File: src/rtl/mc_ctrl.sv
// mc_ctrl: multi-cycle control FSM for the single-issue MIPS datapath.
// Ports:
//   clk, rst (async, active-low)       clock and reset
//   opcode, funct, cp0_code            instruction register fields
//   zero, overflow                     ALU flags for the EXEC operands
//   int_request                        masked CP0 interrupt request
//   alu_ctl, ext_op, alu_src           ALU operation and operand select
//   reg_src, reg_dst, reg_write        GPR writeback source, target, enable
//   npc_sel, pc_write, rgs_ins_write   next-PC select, PC load, IR load
//   mem_write, mem_op                  DM write enable and access size
//   cp0_reg_write_en, exl_set, exl_clr CP0 controls
//   state                              current FSM state (debug)
module mc_ctrl #(
    parameter bit INT_CHECK = 1'b1
) (
    input  logic       clk,
    input  logic       rst,
    input  logic [5:0] opcode,
    input  logic [5:0] funct,
    input  logic [4:0] cp0_code,
    input  logic       zero,
    input  logic       overflow,
    input  logic       int_request,
    output logic [1:0] alu_ctl,
    output logic       ext_op,
    output logic [2:0] reg_src,
    output logic [2:0] npc_sel,
    output logic [1:0] reg_dst,
    output logic       alu_src,
    output logic       mem_write,
    output logic       mem_op,
    output logic       reg_write,
    output logic       rgs_ins_write,
    output logic       pc_write,
    output logic       cp0_reg_write_en,
    output logic       exl_set,
    output logic       exl_clr,
    output logic [2:0] state
);
    typedef enum logic [2:0] {
        FETCH  = 3'd0,
        DECODE = 3'd1,
        EXEC   = 3'd2,
        MEM    = 3'd3,
        WB     = 3'd4,
        INT    = 3'd5
    } state_t;

    state_t state_q, state_d, fin;
    logic   ovf_q;

    logic r_type, cop0;
    logic i_addu, i_subu, i_slt, i_sra, i_jr, i_ori, i_addi, i_lw, i_lb, i_sw, i_sb, i_beq;
    logic i_j, i_jal, i_mtc0, i_mfc0, i_eret;
    logic ld, st, exec_cls;

    assign r_type   = opcode == 6'h00;
    assign cop0     = opcode == 6'h10;
    assign i_addu   = r_type && funct == 6'h21;
    assign i_subu   = r_type && funct == 6'h23;
    assign i_slt    = r_type && funct == 6'h2a;
    assign i_sra    = r_type && funct == 6'h03;
    assign i_jr     = r_type && funct == 6'h08;
    assign i_ori    = opcode == 6'h0d;
    assign i_addi   = opcode == 6'h08;
    assign i_lw     = opcode == 6'h23;
    assign i_lb     = opcode == 6'h20;
    assign i_sw     = opcode == 6'h2b;
    assign i_sb     = opcode == 6'h28;
    assign i_beq    = opcode == 6'h04;
    assign i_j      = opcode == 6'h02;
    assign i_jal    = opcode == 6'h03;
    assign i_mtc0   = cop0 && cp0_code == 5'b00100;
    assign i_mfc0   = cop0 && cp0_code == 5'b00000;
    assign i_eret   = cop0 && cp0_code == 5'b10000 && funct == 6'h18;
    assign ld       = i_lw || i_lb;
    assign st       = i_sw || i_sb;
    assign exec_cls = i_addu || i_subu || i_slt || i_sra || i_ori || i_addi || ld || st || i_beq;
    // Where an instruction goes after its final cycle (eret bypasses this).
    assign fin      = (INT_CHECK && int_request) ? INT : FETCH;
    assign state    = state_q;

    always_ff @(posedge clk or negedge rst) begin
        if (!rst) begin
            state_q <= FETCH;
            ovf_q   <= 1'b0;
        end else begin
            state_q <= state_d;
            // Overflow is only valid while addi's operands are on the ALU.
            if (state_q == EXEC && i_addi) ovf_q <= overflow;
        end
    end

    always_comb begin
        state_d          = FETCH;
        alu_ctl          = 2'b00;
        ext_op           = 1'b0;
        reg_src          = 3'b000;
        npc_sel          = 3'b000;
        reg_dst          = 2'b00;
        alu_src          = 1'b0;
        mem_write        = 1'b0;
        mem_op           = 1'b0;
        reg_write        = 1'b0;
        rgs_ins_write    = 1'b0;
        pc_write         = 1'b0;
        cp0_reg_write_en = 1'b0;
        exl_set          = 1'b0;
        exl_clr          = 1'b0;
        case (state_q)
            FETCH: begin
                rgs_ins_write = 1'b1;
                pc_write      = 1'b1;
                state_d       = DECODE;
            end
            DECODE: begin
                pc_write         = i_j || i_jal || i_jr || i_eret;
                npc_sel          = (i_j || i_jal) ? 3'b010 : i_jr ? 3'b011 : i_eret ? 3'b100 : 3'b000;
                reg_write        = i_jal;
                reg_dst          = i_jal ? 2'b11 : 2'b00;
                reg_src          = i_jal ? 3'b100 : 3'b000;
                cp0_reg_write_en = i_mtc0;
                exl_clr          = i_eret;
                state_d          = i_eret ? FETCH : i_mfc0 ? WB : exec_cls ? EXEC : fin;
            end
            EXEC: begin
                alu_ctl  = (i_subu || i_beq) ? 2'b01 : i_slt ? 2'b11 : i_ori ? 2'b10 : 2'b00;
                alu_src  = i_ori || i_addi || ld || st;
                ext_op   = i_addi || ld || st;
                pc_write = i_beq && zero;
                npc_sel  = (i_beq && zero) ? 3'b001 : 3'b000;
                state_d  = i_beq ? fin : (ld || st) ? MEM : WB;
            end
            MEM: begin
                mem_write = st;
                mem_op    = i_lb || i_sb;
                state_d   = ld ? WB : fin;
            end
            WB: begin
                reg_write = 1'b1;
                reg_dst   = (ld || i_mfc0 || i_ori) ? 2'b01 : i_addi ? (ovf_q ? 2'b10 : 2'b01) : 2'b00;
                reg_src   = i_sra ? 3'b101 : ld ? 3'b001 : i_mfc0 ? 3'b110 : (i_addi && ovf_q) ? 3'b011 : 3'b000;
                state_d   = fin;
            end
            INT: begin
                exl_set  = 1'b1;
                pc_write = 1'b1;
                npc_sel  = 3'b101;
                state_d  = FETCH;
            end
            default: state_d = FETCH;
        endcase
        // No strobe may leak out while reset holds the machine.
        if (!rst) begin
            {alu_ctl, ext_op, reg_src, npc_sel, reg_dst, alu_src, mem_write, mem_op} = '0;
            {reg_write, rgs_ins_write, pc_write, cp0_reg_write_en, exl_set, exl_clr} = '0;
        end
    end
endmodule

File: config.mk
export PLATFORM = sky130hd
export DESIGN_NAME = mc_ctrl
export DESIGN_NICKNAME = d
export VERILOG_FILES = /design/src/rtl/mc_ctrl.sv
export SDC_FILE = /design/constraint.sdc
export NUM_CORES = 1
export LEC_CHECK = 0
export CAP_MARGIN = 25
export CORE_MARGIN = 3
export CORE_UTILIZATION = 25
export DETAILED_ROUTE_END_ITERATION = 12
export PLACE_DENSITY = 0.53
export SLEW_MARGIN = 10
export SYNTH_ARGS = -nofsm -noshare
export SYNTH_HDL_FRONTEND = slang
export SYNTH_SLANG_ARGS = --single-unit
File: constraint.sdc
create_clock -name clk -period 2.65 [get_ports clk]
set_input_delay 0.53 -clock clk [delete_from_list [all_inputs] [get_ports clk]]
set_output_delay 0.53 -clock clk [all_outputs]
set_load 0.02 [all_outputs]
==> out/metrics.csv, run 1 <==
stage;metric;value;unit
run_status;run status;finished with violations;
run_status;failing checks;setup timing;
critical_path;Critical Path Source Type;primary input;
clock_tree;maximum buffer depth of the clock tree;2;
floorplanning;Die X;65.0;um
power_and_ir_drop;pwr dens;389;mW/mm^2
yosys;Syn Std Cell Area;870;um^2
global_route;GRT Total Usage;16.8;%
global_route;largest net degree at the start of global routing;13;
sta;Setup Skew;0.00783;ns
yosys;EDFF count, synth;0;
critical_path;Critical Path RT;2.12;ns
final_layout;antenna cell count;0;
clock_tree;CTS Sinks;4;
sta;Worst Slack Setup Final;-0.168;ns
critical_path;Worst path max stage delay;0.54;ns
critical_path;worst-path cell chain;buf_8 > or4_4 > or3_4 > nor4b_4 > nor2_2 > o21ai_2 > buf_6;
place;DP Wirelength;2770;um
job;Max-Cap Viols;0;
place;I/O Buffers;44;
clock_tree;clock buffer count from CTS;3;
hold_path;HP Start;ovf_q$_DFFE_PN0P_;
sta;Worst-Margin Slew;0.373;ns
global_route;first-pass GRT wire length;5740;um
sta;fmax;355;MHz
clock_tree;worst skew pair latency;0.23;ns
yosys;Synth Warn #;0;
sta;final hold vios;0;
place;GPL Wtd Cong;0.856;
clock_tree;H-tree lvl count;1;
floorplanning;die height;65.0;um
yosys;Synth Area in Compound Gates;22.9;%
sta;setup_tns;-0.843;ns
drt;Pre-Repair DR Iteration Count;4;
sta;# setup viols final;9;
yosys;main combinational cell family by area after synthesis;simple AND/OR/NAND/NOR gates;
drt;DR vias;1278;
hold_path;Hold Path Stages;1;
floorplanning;Rows;20;
final_layout;Synth-to-Final Area Change;111;%
clock_tree;clk slew on worst S/H paths;0.04;ns
yosys;syn_nets;151;
clock_tree;CTS Root Cell;clkbuf_4;
yosys;sequential element share of the synthesized area;11.5;%
critical_path;Worst path slowest cell;or4_4;
final_layout;fin util;57.6;%
power_and_ir_drop;Worst IR Drop VDD;0.000217;V
clock_tree;CTS tree;built;
critical_path;Crit. End Element;output port;
critical_path;RR Startpoint;state[1]$_DFF_PN0_;
global_route;number of global-route vias before repair;1325;
floorplanning;Core Area;0.00318;mm^2
yosys;synthesized-area fraction occupied by adder cells;0;%
power_and_ir_drop;Pleak;0.803;nW
hold_path;worst hold path class;reg2reg;
global_route;grt ovf;0;
sta;fin crit period;2.82;ns
floorplanning;initial core utilization;27.4;%
yosys;Top FF cell, synth;dfrtp_1;
drt;routed wire length;3360;um
yosys;Synth Area in Simple Gates;52.7;%
drt;remaining antenna violation count after routing;0;
hold_path;hold endpoint;ovf_q$_DFFE_PN0P_;
drt;Starting DRT DRC Count;33;
yosys;Synth Register Bits;4;
drt;average wire per standard cell;12.8;um
yosys;Post-synth ARST share;100;%
drt;DRC Markers;0;
drt;Via density;4.88;
floorplanning;num ports;45;
sta;slew margin rel.;74.9;%
critical_path;reg-to-reg slack, setup;1.15;ns
yosys;xor/xnor share of the synthesized area;3.02;%
critical_path;worst r2r dst;state[0]$_DFF_PN0_;
critical_path;Worst Path Arrival;2.29;ns
sta;RSZ-0062 raised after global routing;true;
floorplanning;Die Area;0.00422;mm^2
sta;Slew Viols, Final;0;
critical_path;R2R depth;5;
yosys;Synth Instances;129;
yosys;post-synthesis mux area share;1.29;%
critical_path;CP Max Fanout;4;
final_layout;Final #Nets;242;
final_layout;share of layout cells above drive strength 1;49.1;%
yosys;synthesized area per cell;6.74;um^2
global_route;antenna violations before repair;0;
sta;fin crit share;106;%
critical_path;Critical Setup Path Class;in2out;
clock_tree;hold buffers post-CTS;0;
yosys;synth unique cells;44;
-- worst max path at each step --
| stage | start | endpoint | slack, ns | cells past startpoint |
|---|---|---|---|---|
| after floorplan | opcode[1] | reg_src[2] | -0.17 | 7 |
| after global placement | funct[0] | pc_write | -1.03 | 7 |
| after detailed placement | funct[0] | pc_write | -1.06 | 7 |
| after CTS | funct[0] | pc_write | -0.24 | 7 |
| after global routing | opcode[1] | reg_src[2] | -0.22 | 7 |
| final | opcode[1] | reg_src[2] | -0.17 | 7 |
-- area by class of cell --
cell class	count	area (um^2)
Clock buffer	3	22.5
Sequential cell	4	100
Tap cell	44	55.1
Inverter	5	18.8
Timing Repair Buffer	95	793
Multi-Input combinational cell	111	841
Fill cell	306	1350
-- flip-flops by register name, indices dropped and copies added, names as in the netlist --
name / flops
state: 3
ovf_q: 1
-- metrics by stage --
stage               setup WS [ns]  total power [W]  instance area [um^2]  instances  hold WS [ns]
floorplan                  -0.167         0.000368                   927        129         0.234
global placement            -1.03         0.000607                  1720        255         0.545
detailed placement          -1.06         0.000608                  1720        255         0.545
CTS                        -0.238         0.000706                  1800        260         0.557
global route               -0.225         0.000767                  1830        262         0.590
finish                     -0.168         0.000712                  1830        262         0.554
-- routing by layer --
layer	up-vias	global-route usage [%]	wire length [um]
li1	669	-	-
met1	571	20.4	1470
met2	34	30.5	1730
met3	4	1.56	123
met4	0	5.28	38
met5	-	0	0
-- cells in the mapped netlist (5+ instances only) --
cell,instances,area share [%]
clkbuf_1,6,2.6
nand3_1,11,6.3
or3_1,5,3.6
nor3_1,8,4.6
nor2_1,13,5.6
o21ai_0,5,2.9
nand2_1,9,3.9
-- layout by cell type, fill, tap and decap left out, drive strengths merged, types with 2 or more instances in the layout --
cell type,count
buf,68
nor2,13
nand3,11
clkdlybuf4s50,10
nor3,10
nand2,9
o21ai,9
dlygate4sd2,8
clkbuf,7
or3,6
inv,5
nor2b,4
dfrtp,4
nand2b,4
a31oi,4
a21oi,4
nand3b,3
o211ai,3
nor4,3
clkdlybuf4s15,3
nor4b,3
xnor2,2
nand4,2
or4,2
o22ai,2
dlymetal6s2s,2
a211oi,2
-- worst max-delay path: cells and delay by family --
kind                   cells  cell delay [ns]
AO/OA/AOI/OAI              1             0.15
buffers and inverters      2             0.23
AND/OR/NAND/NOR            4             1.38
-- timing repair --
item,CTS,global route
resized for setup,123,20
endpoints found under the setup margin,19,17
pin swaps,17,15
setup buffers,2,2
-- where the power goes --
part / internal (W) / switching [W] / total (W)
Clock: 0.0000508 / 0.0000261 / 0.0000768
Sequential: 0.0000782 / 0.0000401 / 0.000118
Combinational: 0.000253 / 0.000264 / 0.000517
Total: 0.000382 / 0.000330 / 0.000712
-- cells by family (layout without fill, tap and decap cells) --
kind of cell,after synthesis,in the layout
mux,1,1
simple gates,76,76
xor+xnor,3,3
buf+inv,14,103
flops,4,4
compound gates,31,31
Note: power is estimated with default switching activity, not from simulation.
==> inputs of run 2 (changes only) <==
SLEW_MARGIN = not set   (was 10)
==> results of run 2 <==
The final DEF is identical to that of run 1; final timing and power are the same.
